$ cat config.mk
export PLATFORM = sky130hd
export DESIGN_NAME = inst_cache
export DESIGN_NICKNAME = d
export VERILOG_FILES = /design/src/rtl/inst_cache.sv
export SDC_FILE = /design/constraint.sdc
export NUM_CORES = 2
export LEC_CHECK = 0
export ABC_CLOCK_PERIOD_IN_PS = 4050
export BUFFER_PORTS_ARGS = -buffer_cell sky130_fd_sc_hd__buf_2
export CAP_MARGIN = 20
export CORE_MARGIN = 1.5
export CORE_UTILIZATION = 35
export CTS_CLUSTER_DIAMETER = 30
export DETAILED_ROUTE_END_ITERATION = 10
export PLACE_DENSITY_LB_ADDON = 0.08
export SYNTH_ARGS = -nofsm -noshare
export SYNTH_HDL_FRONTEND = slang
export SYNTH_SLANG_ARGS = --single-unit
export TNS_END_PERCENT = 30
$ cat constraint.sdc
create_clock -name clk -period 4.05 [get_ports clk]
set_input_delay 0.405 -clock clk [delete_from_list [all_inputs] [get_ports clk]]
set_output_delay 0.405 -clock clk [all_outputs]
set_load 0.01 [all_outputs]
$ cat src/rtl/inst_cache.sv
`default_nettype none
// ============================================================================
// Module   : inst_cache
// Purpose  : Direct-mapped read-only instruction cache with a line-refill FSM
//            between the IF stage and instruction memory.
// Revision : 1.0 - initial release
// ============================================================================
module inst_cache #(
    parameter int LINE_ADDR_LEN = 2,
    parameter int SET_ADDR_LEN  = 4
) (
    input  logic        clk,
    input  logic        rst,
    input  logic        rd_req,
    input  logic [31:0] addr,
    output logic [31:0] rd_data,
    output logic        miss,
    input  logic        flush,
    output logic        mem_rd_req,
    output logic [31:0] mem_rd_addr,
    input  logic        mem_rd_valid,
    input  logic [31:0] mem_rd_data,
    output logic [31:0] hit_count,
    output logic [31:0] miss_count
);

    localparam int TAG_ADDR_LEN = 30 - LINE_ADDR_LEN - SET_ADDR_LEN;
    localparam int LINE_SIZE    = 1 << LINE_ADDR_LEN;
    localparam int SET_SIZE     = 1 << SET_ADDR_LEN;
    localparam int SET_LSB      = LINE_ADDR_LEN + 2;
    localparam int TAG_LSB      = LINE_ADDR_LEN + SET_ADDR_LEN + 2;

    typedef enum logic [0:0] {
        IDLE   = 1'b0,
        REFILL = 1'b1
    } state_t;

    state_t                    r_state;
    logic [SET_SIZE-1:0]       r_valid;
    logic [TAG_ADDR_LEN-1:0]   r_tags     [SET_SIZE];
    logic [31:0]               r_lineData [SET_SIZE][LINE_SIZE];
    logic [LINE_ADDR_LEN-1:0]  r_beatCnt;
    logic                      r_flushPending;
    logic [31:0]               r_rdData;
    logic                      r_memRdReq;
    logic [31:0]               r_memRdAddr;
    logic [31:0]               r_hitCount;
    logic [31:0]               r_missCount;

    logic [LINE_ADDR_LEN-1:0]  w_offset;
    logic [SET_ADDR_LEN-1:0]   w_set;
    logic [TAG_ADDR_LEN-1:0]   w_tag;
    logic [SET_ADDR_LEN-1:0]   w_refillSet;
    logic [TAG_ADDR_LEN-1:0]   w_refillTag;
    logic                      w_hit;
    logic                      w_lastBeat;
    logic                      w_unused;

    assign w_offset    = addr[SET_LSB-1:2];
    assign w_set       = addr[TAG_LSB-1:SET_LSB];
    assign w_tag       = addr[31:TAG_LSB];
    assign w_refillSet = r_memRdAddr[TAG_LSB-1:SET_LSB];
    assign w_refillTag = r_memRdAddr[31:TAG_LSB];
    assign w_unused    = &{1'b0, addr[1:0]};

    assign w_hit      = r_valid[w_set] && (r_tags[w_set] == w_tag);
    assign w_lastBeat = (r_beatCnt == {LINE_ADDR_LEN{1'b1}});

    assign miss        = rd_req && ((r_state != IDLE) || !w_hit);
    assign rd_data     = r_rdData;
    assign mem_rd_req  = r_memRdReq;
    assign mem_rd_addr = r_memRdAddr;
    assign hit_count   = r_hitCount;
    assign miss_count  = r_missCount;

    always_ff @(posedge clk or negedge rst) begin
        if (!rst) begin
            r_state        <= IDLE;
            r_valid        <= '0;
            r_beatCnt      <= '0;
            r_flushPending <= 1'b0;
            r_rdData       <= '0;
            r_memRdReq     <= 1'b0;
            r_memRdAddr    <= '0;
            r_hitCount     <= '0;
            r_missCount    <= '0;
        end else begin
            case (r_state)
                IDLE: begin
                    if (rd_req && w_hit) begin
                        r_rdData   <= r_lineData[w_set][w_offset];
                        r_hitCount <= r_hitCount + 32'd1;
                    end else if (rd_req) begin
                        r_state     <= REFILL;
                        r_memRdReq  <= 1'b1;
                        r_memRdAddr <= {addr[31:SET_LSB], {SET_LSB{1'b0}}};
                        r_beatCnt   <= '0;
                        r_missCount <= r_missCount + 32'd1;
                    end
                    // Lookup above sees the pre-flush valid bits.
                    if (flush) begin
                        r_valid <= '0;
                    end
                end
                REFILL: begin
                    if (flush) begin
                        r_flushPending <= 1'b1;
                    end
                    if (mem_rd_valid) begin
                        r_beatCnt <= r_beatCnt + 1'b1;
                        if (w_lastBeat) begin
                            r_state        <= IDLE;
                            r_memRdReq     <= 1'b0;
                            r_flushPending <= 1'b0;
                            // A flush seen anywhere during the burst discards the line.
                            if (r_flushPending || flush) begin
                                r_valid <= '0;
                            end else begin
                                r_valid[w_refillSet] <= 1'b1;
                            end
                        end
                    end
                end
            endcase
        end
    end

    always_ff @(posedge clk) begin
        if (r_state == REFILL && mem_rd_valid) begin
            r_lineData[w_refillSet][r_beatCnt] <= mem_rd_data;
            if (w_lastBeat) begin
                r_tags[w_refillSet] <= w_refillTag;
            end
        end
    end

endmodule
`default_nettype wire

==> After elaboration in Yosys (flattened, before gate mapping) <==
Memory sizes are Yosys's and may differ from the RTL's.
Index checks and enable logic that the tools add are counted.
Widths: inputs -> output; s select.
{ "word_totals": {"mem_count": 2, "output_inout_bits": 130, "ram_bits": 2432, "in_bits": 69, "reg_bits": 145} }
{ "classes": {"bitwise_logic": 5, "addsub": 3, "n_eq_ne": 7, "n_reduce_logical": 14, "muxes": 36, "n_lt_le_gt_ge": 6} }
{ "mem_list": {"columns": ["memory", "words", "word_bits", "read_ports", "rd_clocked_by_memory_dff", "wr", "line_no", "source"], "rows": [
  ["r_lineData", 16, 128, 1, 0, 1, "41", "logic [31:0] r_lineData [SET_SIZE][LINE_SIZE];"],
  ["r_tags", 16, 24, 1, 0, 1, "40", "logic [TAG_ADDR_LEN-1:0] r_tags [SET_SIZE];"]
]} }
{ "ops": {"columns": ["op", "count"], "rows": [
  ["$mux 128", 1],
  ["$mux 32", 3],
  ["$add 32x1->32 const B", 2],
  ["$bmux 32 s2", 1],
  ["$demux 32 s2", 1],
  ["$mux 16", 4],
  ["$pmux 16 s2", 1],
  ["$eq 24x24->1", 1],
  ["$mux 1", 17],
  ["$or 16x16->16", 1],
  ["$lt 4x5->1 const B", 2],
  ["$reduce_and 3->1", 3],
  ["$ne 2x2->1 const B", 4],
  ["$ge 3x3->1 const B", 2],
  ["$logic_and 1x1->1", 6],
  ["$mux 2", 3],
  ["$not 2->3", 2],
  ["$bmux 1 s4", 1],
  ["$demux 1 s4", 1],
  ["$ge 4x1->1 const B", 1],
  ["$pmux 1 s2", 2],
  ["$pmux 2 s2", 1],
  ["$reduce_and 4->1", 1],
  ["$lt 3x1->1 const B", 1],
  ["7 further kinds", 9]
]} }

==> Depth between registers and ports, before layout <==
{ "depth": {"depth_word": 9, "ltp_mapped": 15, "mapped_depth_nobuf": 9} }

==> Worst setup path before layout <==
Ideal clock, no wire load.
{ "synth_path": {"path_kind": "reg2reg", "from": "register r_memRdAddr[6], in the netlist mem_rd_addr[6]", "to": "memory r_lineData[7][0] (netlist bit), enable pin", "setup_ps": 470, "period_less_slack_ps": 4053, "stages_incl_launch_ff": 6, "t_required_ps": 3580, "arrival_ps": 3583, "slack_ps": -3, "path_buffers": 2, "path_cell_list": "dfrtp_1 -> clkbuf_1 -> nor2b_1 -> clkbuf_1 -> nand3_1 -> nor2_1"} }
{ "synth_rtl": {"columns": ["item", "line_no", "source"], "rows": [
  ["start, declared", "46", "logic [31:0] r_memRdAddr;"],
  ["start signal, assigned", "96", "r_memRdAddr <= {addr[31:SET_LSB], {SET_LSB{1'b0}}};"],
  ["end, declared", "41", null]
]} }
No word-level cell before the write port.

==> Worst setup path after layout <==
{ "layout_path": {"from": "memory r_tags[9][18] (netlist bit)", "to": "output port miss"} }
{ "layout_via": {"elab_chain_cells": 6} }
{ "layout_lines": {"columns": ["item", "line_no", "source"], "rows": [
  ["start, declared", "40", null],
  ["$mem_v2 16x24", null, null],
  ["$eq 24x24->1", "66", "assign w_hit = r_valid[w_set] && (r_tags[w_set] == w_tag);"],
  ["$logic_and 1x1->1", "66", null],
  ["$logic_not 1->1", "69", "assign miss = rd_req && ((r_state != IDLE) || !w_hit);"],
  ["$logic_or 1x1->1", "69", null],
  ["$logic_and 1x1->1", "69", null],
  ["end, declared", "17", "output logic miss,"]
]} }
No other way between the ends.

==> impl_results.md <==
- Outcome: finished with violations
- Failing checks: setup timing
- Vias/cell: 5.20
- Initial antenna violation count: 20
- Reg-to-reg startpoint: r_tags[9][18]
- Post-synth top area share: 0.736
- Num CTS Buffers: 583
- Synth Register Bits: 2,577
- Final WS setup: -0.143 ns
- CTS tree: built
- Initial core utilization: 0.352
- CP max FO: 2
- Clk_skew: 0.0681 ns
- First-pass DRT Iterations: 5
- Final setup vio count: 1
- Post-route ant nets: 0
- Seq/Total Area, Yosys: 0.772
- Final number of hold-violating endpoints: 0
- IO Pins: 199
- Die Width: 536 um
- DR WL/cell: 30.5 um
- Gpl congestion: 0.728
- Core area: 282,000 sq um
- Area grow syn2layout: 29.4%
- Mapped Avg Cell Area: 23.5 sq um
- Number of remaining DRC errors: 0
- First-pass GRT wire length: 400 mm
- Tmin final: 4.19 ns
- Post-synth top area cell: edfxtp_1
- Post-place setup slack: -0.0616 ns
- Row cnt: 195
- Number of max-cap violations: 0
- WS Path Type: reg2out
- Hold path start: mem_rd_data[5]
- Filler cells: 23,800
- Data required, critical path: 3.64 ns
- Top post-synthesis cells by area: edfxtp_1 (74%), mux4_2 (17%), dfrtp_1 (3.7%), mux2_2 (0.93%), mux2i_1 (0.75%)
- Worst Hold Class: in2reg
- Final nets: 5,175
- Maximum clock rate: 239 MHz
- Die Area: 287,000 sq um
- Total grt overflow: 0
- Worst setup EP type: primary output
- RSZ-0062 raised after global routing: true
- WP data arrival: 3.79 ns
- Final wirelength: 284 mm
- Clk buf depth: 4
- Crit start category: flop
- Synth async-reset ratio: 0.0563
- Vias in the first global route: 51,800
- Final Util: 0.455
- Number of synthesized flops with an enable pin: 2,432
- H-tree depth: 6
- GRT Overall Usage: 0.198
- Clk slew on worst S/H paths: 0.04 ns
- Slew @ Worst Pin: 0.994 ns
- Layout cells sized above 1: 0.403
- Leak Pwr: 43.1 nW
- Crit path launch: r_tags[9][18]
- Final HPWL DP: 154 mm
- Yosys cell types: 69
- Post-synth top flop: edfxtp_1
- Port bufs: 192
- Final period util: 1.04
- Slew margin rel.: 0.335
- Mapped Area: 99,300 sq um
- DIE HEIGHT: 536 um
- Iter 0 DRT Violations: 3,948
- Setup_tns: -0.143 ns
- Warnings from Yosys: 0
- Via count: 48,600
- Largest net degree at the start of global routing: 88
- # clock sinks: 2,577
- VDD IR-drop max: 0.422 mV
- Post-synthesis cell count: 4,220
- Final slew viol count: 0
- Cell area power density: 647 nW/um^2
- Clk_lat worst skew: 1.02 ns
- Root Driver: clkbuf_16
cells by family after synthesis:
kind of cell | share of synthesized area
flip-flops | 0.772
multiplexers | 0.184
AND/OR/NAND/NOR | 0.0155
buffers and inverters | 0.0117
AO/OA/AOI/OAI | 0.00846
XOR/XNOR | 0.00715
adder cells (fa/ha/maj) | 0.000756
other | 0.0000378
metal layers:
metal  share of wire  up-vias  routed length [um]  global-route usage
met4           0.019        4                5390              0.0508
met5        0.000091        -                  26                   0
met2            0.48     1304              136000               0.316
met3           0.045      423               12900              0.0315
met1            0.46    26800              130000               0.282
li1                -    20000                   -                   -
state kept, by name (all words and copies together), names as in the netlist:
register,cells
mem_rd_req,1
r_flushPending,1
r_beatCnt,2
rd_data,32
mem_rd_addr,28
r_valid,16
r_lineData,2048
r_tags,384
miss_count,32
r_state,1
hit_count,32
synth_stat cells (27+ instances only):
| cell type | instances |
|---|---|
| edfxtp_1 | 2432 |
| clkbuf_1 | 107 |
| mux2_2 | 82 |
| nand3_1 | 33 |
| xor2_1 | 33 |
| buf_1 | 32 |
| buf_2 | 52 |
| dfrtp_1 | 145 |
| mux4_2 | 736 |
| nand4_1 | 27 |
| xnor2_1 | 48 |
| nor2_1 | 100 |
| mux2i_1 | 74 |
| nand2_1 | 48 |
what timing repair did:
item / in CTS / in global routing
endpoints found under the hold margin: 238 / 553
setup endpoints to repair: 1 / 1
setup buffers: 2 / 2
pin swaps: 7 / 5
hold buffers: 33 / 25
gates resized for setup: 8 / 4
final timing paths:
path	depth (start not counted)	endpoint	slack, ns
max	10	miss	-0.14
min	2	r_lineData[14][5]	0.06
max reg2reg	11	rd_data[28]	0.35
min reg2reg	1	hit_count[31]	0.47
max in group asynchronous	3	rd_data[28]	3.42
min in group asynchronous	3	rd_data[31]	0.12
layout by cell type, fill, tap and decap left out, types with 21 or more instances in the layout:
master,count
bufinv_16,65
dlygate4sd3_1,57
buf_4,144
mux2i_1,71
nor2_4,65
xnor2_1,48
clkinvlp_4,40
nor2_1,35
clkbuf_16,583
buf_12,120
mux2_2,82
xor2_1,33
nand3_1,33
and3_1,24
clkbuf_1,99
buf_2,185
nand2_1,44
dfrtp_1,145
nor3_1,21
nand4_1,27
clkinv_1,82
edfxtp_1,2432
clkinv_16,38
clkinv_2,113
mux4_2,736
critical path, stage by stage (launching register included):
cell and delay (ns):
edfxtp_1 0.38, mux2i_2 0.20, nor3_1 0.07, or4_4 0.56, o31ai_4 0.24, nand4b_1 0.21, or4_4 0.49, nor4_4 0.34
buf_12 0.14, a21boi_4 0.06, buf_6 0.12
stage by stage:
stage | hold WS [ns] | power (mW) | cells | instance area (sq um)
final | 0.0641 | 83.2 | 9333 | 128000
after CTS | 0.0325 | 84.1 | 9277 | 128000
after floorplan | 0.109 | 34.2 | 4223 | 99300
after global placement | 0.431 | 37.0 | 8173 | 107000
after detailed placement | 0.443 | 37.1 | 8173 | 107000
after global routing | 0.0677 | 85.9 | 9330 | 128000
report_power, final:
| part | switching, mW | total (mW) | leakage [nW] | internal, mW |
|---|---|---|---|---|
| clock network | 15.5 | 46.5 | 9.56 | 31.0 |
| registers | 0.922 | 31.7 | 23.8 | 30.7 |
| logic | 3.09 | 4.98 | 9.76 | 1.89 |
layout make-up:
cell class              instances  area [sq um]  area share
diodes                          4          10.0   0.0000779
clock buffers                 692         15100       0.118
clock inverters               379          4810      0.0374
inverters                      16          60.1    0.000468
multi-input cells            1407         22000       0.171
flip-flops and latches       2577         76700       0.597
well taps                    3743          4680      0.0365
repair buffers                515          5130      0.0399
No activity file was read; power rests on OpenSTA's default activity.
